[config.mk]
export PLATFORM = sky130hd
export DESIGN_NAME = gate_sensor_decoder
export DESIGN_NICKNAME = d
export VERILOG_FILES = /design/src/rtl/gate_pkg.sv /design/src/rtl/sensor_debounce.sv /design/src/rtl/gate_sensor_decoder.sv
export SDC_FILE = /design/constraint.sdc
export NUM_CORES = 1
export LEC_CHECK = 0
export CAP_MARGIN = 20
export CORE_MARGIN = 4
export CORE_UTILIZATION = 50
export CTS_BUF_LIST = sky130_fd_sc_hd__clkbuf_16
export DETAILED_ROUTE_END_ITERATION = 10
export PLACE_DENSITY_LB_ADDON = 0.1
export SETUP_SLACK_MARGIN = 0.05
export SYNTH_ARGS = -nofsm -noshare
export SYNTH_HDL_FRONTEND = slang
export SYNTH_SLANG_ARGS = --single-unit
export TNS_END_PERCENT = 100
[constraint.sdc]
create_clock -name clk -period 1.7 [get_ports clk]
set_input_delay 0.17 -clock clk [delete_from_list [all_inputs] [get_ports clk]]
set_output_delay 0.17 -clock clk [all_outputs]
set_load 0.01 [all_outputs]
[src/rtl/gate_pkg.sv]
// gate_pkg: shared FSM state encoding and beam polarity for the gate sensor decoder.
package gate_pkg;
    localparam logic [3:0] IDLE       = 4'd0;
    localparam logic [3:0] EN1        = 4'd1;
    localparam logic [3:0] EN2        = 4'd2;
    localparam logic [3:0] EN3        = 4'd3;
    localparam logic [3:0] EX1        = 4'd4;
    localparam logic [3:0] EX2        = 4'd5;
    localparam logic [3:0] EX3        = 4'd6;
    localparam logic [3:0] REJECT     = 4'd7;
    localparam logic [3:0] WAIT_CLEAR = 4'd8;
    localparam logic       BEAM_BLOCKED = 1'b1;
endpackage

[src/rtl/sensor_debounce.sv]
// sensor_debounce: 2-flop synchroniser followed by a stable-count debouncer for one raw beam.
module sensor_debounce
    import gate_pkg::*;
#(
    parameter int DEBOUNCE_CYCLES = 16
) (
    input  logic clk,
    input  logic reset,
    input  logic raw,
    output logic clean
);
    localparam int CW = $clog2(DEBOUNCE_CYCLES + 1);
    logic [1:0]    sync_q, sync_d;
    logic [CW-1:0] cnt_q, cnt_d;
    logic          clean_q, clean_d;
    always_comb begin
        sync_d  = {sync_q[0], raw};
        cnt_d   = (sync_q[1] != clean_q) ? cnt_q + 1'b1 : '0;
        clean_d = clean_q;
        if (cnt_d == CW'(DEBOUNCE_CYCLES)) begin
            clean_d = sync_q[1];
            cnt_d   = '0;
        end
    end
    always_ff @(posedge clk or negedge reset) begin
        if (!reset) begin
            sync_q  <= {2{~BEAM_BLOCKED}};
            cnt_q   <= '0;
            clean_q <= ~BEAM_BLOCKED;
        end else begin
            sync_q  <= sync_d;
            cnt_q   <= cnt_d;
            clean_q <= clean_d;
        end
    end
    assign clean = clean_q;
endmodule

[src/rtl/gate_sensor_decoder.sv]
// gate_sensor_decoder: debounces two gate beams and decodes crossing direction into car pulses and barrier control.
// Define GATE_TIMEOUT_EN to add a crossing timeout with WAIT_CLEAR recovery and a fault pulse.
module gate_sensor_decoder
    import gate_pkg::*;
#(
    parameter int DEBOUNCE_CYCLES = 16,
    parameter int TIMEOUT_CYCLES  = 1024
) (
    input  logic clk,
    input  logic reset,
    input  logic beam_out,
    input  logic beam_in,
    input  logic full,
    output logic car_enter,
    output logic car_leave,
    output logic gate_open,
    output logic fault
);
    logic       clean_out, clean_in, o, i;
    logic [3:0] state_q, state_d;
    logic       gate_open_q, gate_open_d, car_enter_q, car_enter_d, car_leave_q, car_leave_d;

    sensor_debounce #(.DEBOUNCE_CYCLES(DEBOUNCE_CYCLES)) u_deb_out (
        .clk(clk), .reset(reset), .raw(beam_out), .clean(clean_out)
    );
    sensor_debounce #(.DEBOUNCE_CYCLES(DEBOUNCE_CYCLES)) u_deb_in (
        .clk(clk), .reset(reset), .raw(beam_in), .clean(clean_in)
    );

    assign o = clean_out == BEAM_BLOCKED;
    assign i = clean_in == BEAM_BLOCKED;

`ifdef GATE_TIMEOUT_EN
    localparam int TW = $clog2(TIMEOUT_CYCLES + 1);
    logic [TW-1:0] timer_q, timer_d;
    logic          fault_q, fault_d, timed, expired;
    assign timed   = state_q != IDLE && state_q != WAIT_CLEAR;
    assign expired = timed && timer_q == TW'(TIMEOUT_CYCLES - 1);
    always_comb timer_d = (state_d != state_q || !timed) ? '0 : timer_q + 1'b1;
    always_ff @(posedge clk or negedge reset) begin
        if (!reset) begin
            timer_q <= '0;
            fault_q <= 1'b0;
        end else begin
            timer_q <= timer_d;
            fault_q <= fault_d;
        end
    end
    assign fault = fault_q;
`else
    logic unused_timeout;
    assign unused_timeout = ^TIMEOUT_CYCLES;
    assign fault = 1'b0;
`endif

    always_ff @(posedge clk or negedge reset) begin
        if (!reset) begin
            state_q     <= IDLE;
            gate_open_q <= 1'b0;
            car_enter_q <= 1'b0;
            car_leave_q <= 1'b0;
        end else begin
            state_q     <= state_d;
            gate_open_q <= gate_open_d;
            car_enter_q <= car_enter_d;
            car_leave_q <= car_leave_d;
        end
    end

    // Only adjacent transitions are taken; every other beam combination holds.
    always_comb begin
        state_d = state_q;
        case (state_q)
            IDLE:    if (o && !i) state_d = full ? REJECT : EN1; else if (!o && i) state_d = EX1;
            EN1:     if (o && i) state_d = EN2; else if (!o && !i) state_d = IDLE;
            EN2:     if (!o && i) state_d = EN3; else if (o && !i) state_d = EN1;
            EN3:     if (!o && !i) state_d = IDLE; else if (o && i) state_d = EN2;
            EX1:     if (o && i) state_d = EX2; else if (!o && !i) state_d = IDLE;
            EX2:     if (o && !i) state_d = EX3; else if (!o && i) state_d = EX1;
            EX3:     if (!o && !i) state_d = IDLE; else if (o && i) state_d = EX2;
            default: if (!o && !i) state_d = IDLE;
        endcase
`ifdef GATE_TIMEOUT_EN
        if (expired) state_d = WAIT_CLEAR;
`endif
    end

    always_comb begin
        gate_open_d = state_d == EN1 || state_d == EN2 || state_d == EN3;
        car_enter_d = state_q == EN3 && state_d == IDLE;
        car_leave_d = state_q == EX3 && state_d == IDLE;
`ifdef GATE_TIMEOUT_EN
        fault_d = state_d == WAIT_CLEAR && state_q != WAIT_CLEAR;
`endif
    end

    assign gate_open = gate_open_q;
    assign car_enter = car_enter_q;
    assign car_leave = car_leave_q;
endmodule
==> reports/qor.yml <==
outcome: "completed"
wirelength_microns: 2154
leakagePower_uw: 0.0006230
synth_most_common_cell: "dfrtp_1"
fin_crit_sh_pct: 97.28
routabilityCongestion: 0.7987
core_sq_um: 2212
critical_path_class: "reg2reg"
place_area_sq_um: 1261
clk_latency_ns: 0.25
detailed_place_hpwl_microns: 1344
syn_area_per_cell_sq_um: 10.52
slowest_delay_ns: 0.35
synth_common_cells: "dfrtp_1, nor2_1, nand3_1"
setup_tns_ns: 0
ys_warn_count: 0
drive_above_1_share_pct: 32.26
cts_tree: "done"
synth_top_family_by_area: "simple AND/OR/NAND/NOR gates"
synthAdderAreaFrac_pct: 2.162
finalHoldViolCount: 0
die_h_microns: 56.11
io_pins: 9
drc: 0
netlist_area_sq_um: 1157
crit_fanout: 3
r2r_cells: 6
arrival_ns: 1.79
cts_buffers: 3
yosys.area_share.simple_pct: 18.92
startpoint: "u_deb_out.cnt_q[1]$_DFF_PN0_"
die_area_sq_um: 3148
crit_chain: "ha_2 > and2_4 > a21oi_2 > o22ai_2 > nor3b_4 > mux2_4"
synthMuxAreaShare_pct: 1.946
cap_viol_max_count: 0
area_delta_synth_final_pct: 25.19
reg2reg_slack_ns: 0.05
setup_viol: 0
fin_worst_skew_ns: 0.003124
end_kind: "register"
peakVddDrop_v: 0.0007740
clk_path_buf_depth: 2
cp_top_family: "simple AND/OR/NAND/NOR gates"
async_reset_ff_share_pct: 100.0
r2r_end: "u_deb_out.clean$_DFFE_PN0P_"
netlist.area_leader.share_pct: 49.73
diodes: 0
synth_compound_area_share_pct: 13.51
grt_overflow: 0
root_buffer: "clkbuf_16"
die_w_microns: 56.11
dr.first_iter.drc_count: 22
synth.largest_area_cell: "dfrtp_1"
synth_cell_type_count: 38
finalMaxSlewViolations: 0
synth-edff-count: 0
clk_pin_slew_ns: 0.06
critPathCapture: "u_deb_out.clean$_DFFE_PN0P_"
syn_inst: 110
numPortBuffers: 7
multi_input_area_sq_um: 590.6
ys_seq_elements: 23
critPathBufInv: 0
worstReg2RegStart: "u_deb_out.cnt_q[1]$_DFF_PN0_"
grt_pass1_vias: 765
start_kind: "register"
grt_pass1_wl_microns: 3443
synthXorXnorAreaFrac_pct: 6.811
route.vias.total: 871
p_per_area_nw_per_um2: 810.2
seq_area_sq_um: 580.6
grt_max_degree: 24
max_freq_mhz: 604.7
grt_setup_unrepaired: "yes"
routedWlPerCell_microns: 14.17
min_path_type: "in2async"
path_depth: 6
htree_levels: 1
synth.top_cells.by_area: "dfrtp_1, xnor2_1, nor2_1"
ant_nets: 0
start_util_pct: 52.32
period_minus_slack_ns: 1.654
ys_seq_area_share_pct: 49.73
worstPathRequired_ns: 1.84
synthFlopType: "dfrtp_1"
clock-sinks: 23
synth_nets: 117
via_per_inst: 5.730
dr.pass1.iters: 4
critPathSlowestCell: "dfrtp_1"
nets: 132
grt_usage_pct: 13.82
antenna_found_initial: 0
fillers: 191
row_count: 17
design_area_sq_um: 1449
-- stage by stage --
stage / instances / utilization, % / worst slack (ns) / hold WS [ns] / power (uW)
floorplan: 110 / - / 0.09232 / -0.1256 / 630.7
global placement: 146 / 57.01 / 0.02943 / 0.3321 / 662.2
detailed placement: 146 / 57.01 / 0.01020 / 0.3365 / 663.8
CTS: 150 / 61.03 / 0.03566 / 0.2790 / 1166
global route: 152 / 65.50 / -0.03483 / 0.2997 / 1233
finish: 152 / 65.50 / 0.04626 / 0.2651 / 1174
-- registers in the layout, summed over array words and instances (netlist names) --
signal and flops:
u_deb_in.cnt_q 5, car_leave 1, state_q 4, u_deb_in.clean 1, gate_open 1, u_deb_out.clean 1
car_enter 1, u_deb_out.cnt_q 5, u_deb_in.sync_q 2, u_deb_out.sync_q 2
-- placed cells by master (no fill, tap or decap), types with 3 or more instances in the layout --
cell type and n:
inv_1 6, a21oi_1 3, xnor2_1 5, buf_4 8, xor2_1 3, dfrtp_2 4
nor2_1 10, o21ai_0 3, dfrtp_1 19, clkbuf_16 3, o21ai_1 3, clkdlybuf4s50_1 7
nand3_1 7
-- cell families after synthesis --
group                      Yosys count
AOI/OAI and AO/OA                   21
xor gates and xnor gates             9
buffers and inverters               12
DFF                                 23
other                                1
adders and majority gates            2
and+or+nand+nor                     40
muxes                                2
-- worst reg2reg max path, delay by kind of cell (launching register included) --
kind	cells	cell delay, ns
simple gates	2	0.39
flops	1	0.35
mux	1	0.31
compound gates	2	0.26
fa+ha+maj	1	0.22
-- routing by layer --
layer,up-vias,GRT usage (%),share of wire (%)
li1,409,-,-
met1,433,19.04,45
met2,23,20.20,48
met3,6,5.104,5.4
met4,0,4.068,2.0
met5,-,0,0
-- how the worst min path moves through the flow --
| stage | depth (start not counted) | endpoint | slack [ns] |
|---|---|---|---|
| finish | 2 | u_deb_out.cnt_q[2]$_DFF_PN0_ | 0.27 |
| global route | 2 | u_deb_out.cnt_q[2]$_DFF_PN0_ | 0.30 |
| CTS | 2 | u_deb_out.cnt_q[0]$_DFF_PN0_ | 0.28 |
| detailed placement | 0 | u_deb_in.sync_q[1]$_DFF_PN0_ | 0.34 |
| global placement | 0 | u_deb_in.sync_q[1]$_DFF_PN0_ | 0.33 |
| floorplan | 0 | car_enter$_DFF_PN0_ | -0.13 |
-- final cells by class --
cell class | instances | area share [%]
Sequential cell | 23 | 40.07
Clock inverter | 1 | 0.2591
Tap cell | 28 | 2.418
Timing Repair Buffer | 16 | 9.758
Clock buffer | 3 | 5.181
Multi-Input combinational cell | 75 | 40.76
Inverter | 6 | 1.554
-- what timing repair did --
action,4_1_cts,5_1_grt
gates cloned,0,0
buffers inserted,0,2
resized for setup,2,22
setup endpoints to repair,2,6
pin swaps,0,7
hold buffers,0,0
-- power by group --
| group | leakage (uW) | internal, uW | switching [uW] |
|---|---|---|---|
| registers | 0.000300 | 564 | 14.7 |
| logic | 0.000280 | 52.7 | 50.4 |
| clock network | 0.0000423 | 313 | 178 |
| total | 0.000623 | 930 | 244 |
Note: power is estimated with default switching activity, not from simulation.
